<file path="src/rtl/pattern_scan_sequencer.sv">
// Drives the pattern comparator: presents stream bytes with their pattern position,
// follows the comparator verdict and counts complete-pattern hits.
module pattern_scan_sequencer #(
  parameter int unsigned PATTERN_LEN = 4,
  parameter int unsigned COUNT_W     = 16
) (
  input  logic               clk_i,
  input  logic               rst_i,
  input  logic               arm_i,
  input  logic               disarm_i,
  input  logic               s_valid_i,
  input  logic [7:0]         s_data_i,
  output logic               s_ready_o,
  output logic [1:0]         abus_o,
  output logic [7:0]         dbus_o,
  input  logic               wren_i,
  output logic               match_o,
  output logic [COUNT_W-1:0] match_cnt_o,
  output logic               busy_o
);

  typedef enum logic [1:0] {StIdle, StScan, StRetry} state_e;

  localparam logic [1:0] LastIdx = 2'(PATTERN_LEN - 1);

  state_e               state_q, state_d;
  logic [1:0]           idx_q, idx_d;
  logic [7:0]           hold_q, hold_d;
  logic                 match_q, match_d;
  logic [COUNT_W-1:0]   cnt_q, cnt_d;

  always_ff @(posedge clk_i) begin
    if (rst_i) begin
      state_q <= StIdle;
      idx_q   <= 2'd0;
      hold_q  <= 8'd0;
      match_q <= 1'b0;
      cnt_q   <= '0;
    end else begin
      state_q <= state_d;
      idx_q   <= idx_d;
      hold_q  <= hold_d;
      match_q <= match_d;
      cnt_q   <= cnt_d;
    end
  end

  always_comb begin
    state_d = state_q;
    idx_d   = idx_q;
    hold_d  = hold_q;
    match_d = 1'b0;
    cnt_d   = cnt_q;

    if (disarm_i) begin
      state_d = StIdle;
      idx_d   = 2'd0;
    end else if (arm_i) begin
      // A handshake accepted this cycle is consumed but its verdict is ignored.
      state_d = StScan;
      idx_d   = 2'd0;
      cnt_d   = '0;
    end else begin
      unique case (state_q)
        StIdle: ;
        StScan: begin
          if (s_valid_i) begin
            if (wren_i) begin
              if (idx_q == LastIdx) begin
                idx_d   = 2'd0;
                match_d = 1'b1;
                if (cnt_q != '1) cnt_d = cnt_q + 1'b1;
              end else begin
                idx_d = idx_q + 2'd1;
              end
            end else if (idx_q != 2'd0) begin
              // Failing byte gets a second look as a potential first pattern byte.
              hold_d  = s_data_i;
              idx_d   = 2'd0;
              state_d = StRetry;
            end
          end
        end
        StRetry: begin
          idx_d   = (wren_i && PATTERN_LEN > 1) ? 2'd1 : 2'd0;
          state_d = StScan;
        end
        default: begin
          state_d = StIdle;
          idx_d   = 2'd0;
        end
      endcase
    end
  end

  always_comb begin
    s_ready_o = (state_q == StScan);
    busy_o    = (state_q != StIdle);
    abus_o    = (state_q == StScan) ? idx_q : 2'd0;
    unique case (state_q)
      StScan:  dbus_o = s_data_i;
      StRetry: dbus_o = hold_q;
      default: dbus_o = 8'd0;
    endcase
  end

  assign match_o     = match_q;
  assign match_cnt_o = cnt_q;

endmodule

</file>
<file path="config.mk">
export PLATFORM = sky130hd
export DESIGN_NAME = pattern_scan_sequencer
export DESIGN_NICKNAME = d
export VERILOG_FILES = /design/src/rtl/pattern_scan_sequencer.sv
export SDC_FILE = /design/constraint.sdc
export NUM_CORES = 1
export LEC_CHECK = 0
export CORE_MARGIN = 3
export CORE_UTILIZATION = 51
export CTS_BUF_LIST = sky130_fd_sc_hd__clkbuf_8 sky130_fd_sc_hd__clkbuf_16
export DETAILED_ROUTE_END_ITERATION = 12
export GPL_ROUTABILITY_DRIVEN = 1
export PLACE_DENSITY = 0.84
export REMOVE_ABC_BUFFERS = 1
export SYNTH_ARGS = -nofsm -noshare
export SYNTH_HDL_FRONTEND = slang
export SYNTH_SLANG_ARGS = --single-unit
</file>
<file path="constraint.sdc">
create_clock -name clk_i -period 5.2 [get_ports clk_i]
set_input_delay 1.04 -clock clk_i [delete_from_list [all_inputs] [get_ports clk_i]]
set_output_delay 1.04 -clock clk_i [all_outputs]
set_load 0.05 [all_outputs]
</file>
==> run_results.csv <==
group,metric,value,unit
run_status,status,"complete, no violations",
clocking,postCtsSetupBuffers,0,
global_routing,first_global_vias,1502,
clocking,cts_resized,0,
logic_synthesis,synthFlopType,"dfxtp_1",
logic_synthesis,synthArstFlopShare,0,%
timing,min_period,3.65,ns
final_layout,diodes,0,
timing,fin_skew,0.00839,ns
floorplanning,core_area,2880,sq um
power,total_power,0.000465,W
clocking,ctsHoldBuffers,0,
logic_synthesis,synth.avg_cell_area,8.21,sq um
hold_path,min_path_cells,2,
global_routing,grt_overflow,0,
timing,slew_headroom,53.1,%
clocking,cts_tree,"built",
timing,finalHoldViolations,0,
floorplanning,ioPinCount,43,
clocking,cts_buffers,5,
floorplanning,dieWidth,62.0,um
critical_path,crit_path_start_kind,"input pin",
logic_synthesis,syn_area,1600,sq um
clocking,cts_root_buf,"clkbuf_8",
hold_path,hold_class,"flop to flop",
global_routing,antenna_found_initial,0,
flow_run,drv_cap,0,
logic_synthesis,yosysSeqAreaShare,36.3,%
power,powerDensity,218,nW/um^2
critical_path,cp.arrival,2.61,ns
critical_path,critPathKind,"input pin to primary output",
critical_path,cp-startpoint,"s_data_i[6]",
final_layout,synthToLayoutAreaGrowth,33.5,%
logic_synthesis,ys_ff_latch,29,
power,p_leak,0.814,nW
hold_path,min-delay-start,"hold_q[0]$_SDFFE_PP0P_",
timing,setup_viol,0,
route,vias,1580,
floorplanning,die_area,3850,sq um
route,wl_met3,290,um
placement,gp_congestion,0.840,
timing,tns,0,ns
clocking,clk_transition_reported_paths,0.06,ns
power,vdd_drop_max,0.000170,V
floorplanning,fp-row-count,19,
placement,hpwl,2940,um
floorplanning,initial_core_util,55.6,%
final_layout,layout-drive-gt1-share,4.66,%
critical_path,endpoint_kind,"primary output",
critical_path,reg2reg_depth,7,
critical_path,worstPathRequired,4.16,ns
hold_path,min_to,"hold_q[0]$_SDFFE_PP0P_",
route,met1_length,1700,um
critical_path,worstReg2RegEnd,"match_cnt_o[13]$_SDFFE_PP0P_",
logic_synthesis,synth_cells,195,
route,topRoutingLayerUsed,"met4",
global_routing,track_usage,24.0,%
clocking,clock-sinks,29,
timing,final-max-slew-violation-count,0,
timing,timing.final.crit_share,70.2,%
final_layout,final_nets,255,
route,wirelength,4120,um
critical_path,reg2reg_from,"state_q[1]$_SDFFE_PP0P_",
route,first_pass_iters,4,
timing,tightestPinTransition,0.701,ns
critical_path,r2r_slack,2.52,ns
timing,fmax,0.274,GHz
route,ant_nets,0,
route,route.met2.wl,2080,um
clocking,clk_latency,0.28,ns
logic_synthesis,ys_types,39,
global_routing,grt_max_degree,19,
route,wl_per_cell,14.8,um
clocking,clockBufferDepth,2,
global_routing,grt_first_pass_wirelength,6760,um
clocking,htreeDepth,2,
logic_synthesis,synth_edf_count,0,
route,route.detailed.drc,0,
floorplanning,die_h,62.0,um
timing,rsz0062_at_grt,"no",
logic_synthesis,ys_warn_count,0,
route,first_iter_violations,99,
placement,portBuffers,42,
critical_path,path_max_fanout,2,
route,via_per_inst,5.68,
flip-flops by register name, indices dropped and copies added, names as in the netlist:
register	flops
idx_q	2
match_cnt_o	16
state_q	2
match_o	1
hold_q	8
per-stage QoR:
stage	hold slack (ns)	instance area, sq um	setup WS (ns)	cells	util (%)
2_1_floorplan	0.464	1560	2.13	186	-
3_3_place_gp	0.477	2040	1.62	270	70.8
6_report	0.504	2140	1.55	278	74.3
3_5_place_dp	0.492	2040	1.53	270	70.8
4_1_cts	0.508	2140	1.53	278	74.3
5_1_grt	0.532	2140	1.46	278	74.3
per-layer routing:
layer  up-vias  global-route usage, %
met1       715                   27.0
met4         0                   8.48
met3         5                   7.85
met2        58                   42.0
li1        802                      -
met5         -                      0
layout by cell type, fill, tap and decap left out, drive strengths merged, types with 5 or more instances in the layout:
cell,count
clkdlybuf4s50,42
dfxtp,29
nand2,20
nand3,16
nor2,16
mux2i,11
inv,9
a22oi,8
nor2b,8
nand4,8
clkbuf,7
a21oi,6
ha,6
o21ai,6
or4,5
worst max-delay path, cell delays in order:
cell             delay [ns]
clkdlybuf4s50_1        0.47
a22oi_1                0.09
nor2b_1                0.18
clkdlybuf4s50_1        0.82
layout make-up:
| type | count | area [sq um] |
|---|---|---|
| flip-flops and latches | 29 | 581 |
| multi-input cells | 148 | 948 |
| clock buffers | 7 | 96.3 |
| fillers | 209 | 739 |
| inverters | 9 | 33.8 |
| clock inverters | 1 | 5.00 |
| well taps | 42 | 52.6 |
| repair buffers | 42 | 420 |
cells by family after synthesis:
logic type,count (synthesis),share of synthesized area [%]
flops,29,36.3
simple gates,94,31.7
xor+xnor,2,1.09
mux,11,6.88
buf+inv,18,4.46
fa+ha+maj,6,4.69
compound gates,35,14.9
cell usage after synthesis (all sizes together) (2+ instances only):
master | n | share of area [%]
dfxtp | 29 | 36
o31ai | 2 | 0.94
and4 | 2 | 1.1
a31oi | 2 | 0.78
nor3 | 2 | 0.63
or3 | 4 | 1.6
a22oi | 8 | 3.8
a21oi | 6 | 1.9
nor2 | 16 | 3.8
nand2 | 20 | 4.7
mux2i | 11 | 6.9
o211ai | 4 | 1.9
and3 | 4 | 1.6
o21ai | 6 | 1.9
or4 | 5 | 2.3
and2 | 4 | 1.6
nand4 | 8 | 3.5
inv | 9 | 2.1
nand3 | 16 | 5.0
clkbuf | 8 | 1.9
o311ai | 2 | 1.1
ha | 6 | 4.7
nor2b | 8 | 3.1
worst max path at each step:
stage | depth (start not counted) | slack, ns | endpoint
6_report | 4 | 1.55 | dbus_o[6]
5_1_grt | 4 | 1.46 | dbus_o[6]
4_1_cts | 4 | 1.53 | dbus_o[6]
3_5_place_dp | 4 | 1.53 | dbus_o[6]
3_3_place_gp | 4 | 1.62 | dbus_o[4]
2_1_floorplan | 4 | 2.13 | dbus_o[3]
report_power, final:
part | switching (W) | internal, W
logic | 0.0000220 | 0.0000156
clock network | 0.0000855 | 0.000119
registers | 0.000000308 | 0.000223
total | 0.000108 | 0.000357
(Power assumes the default switching activity.)
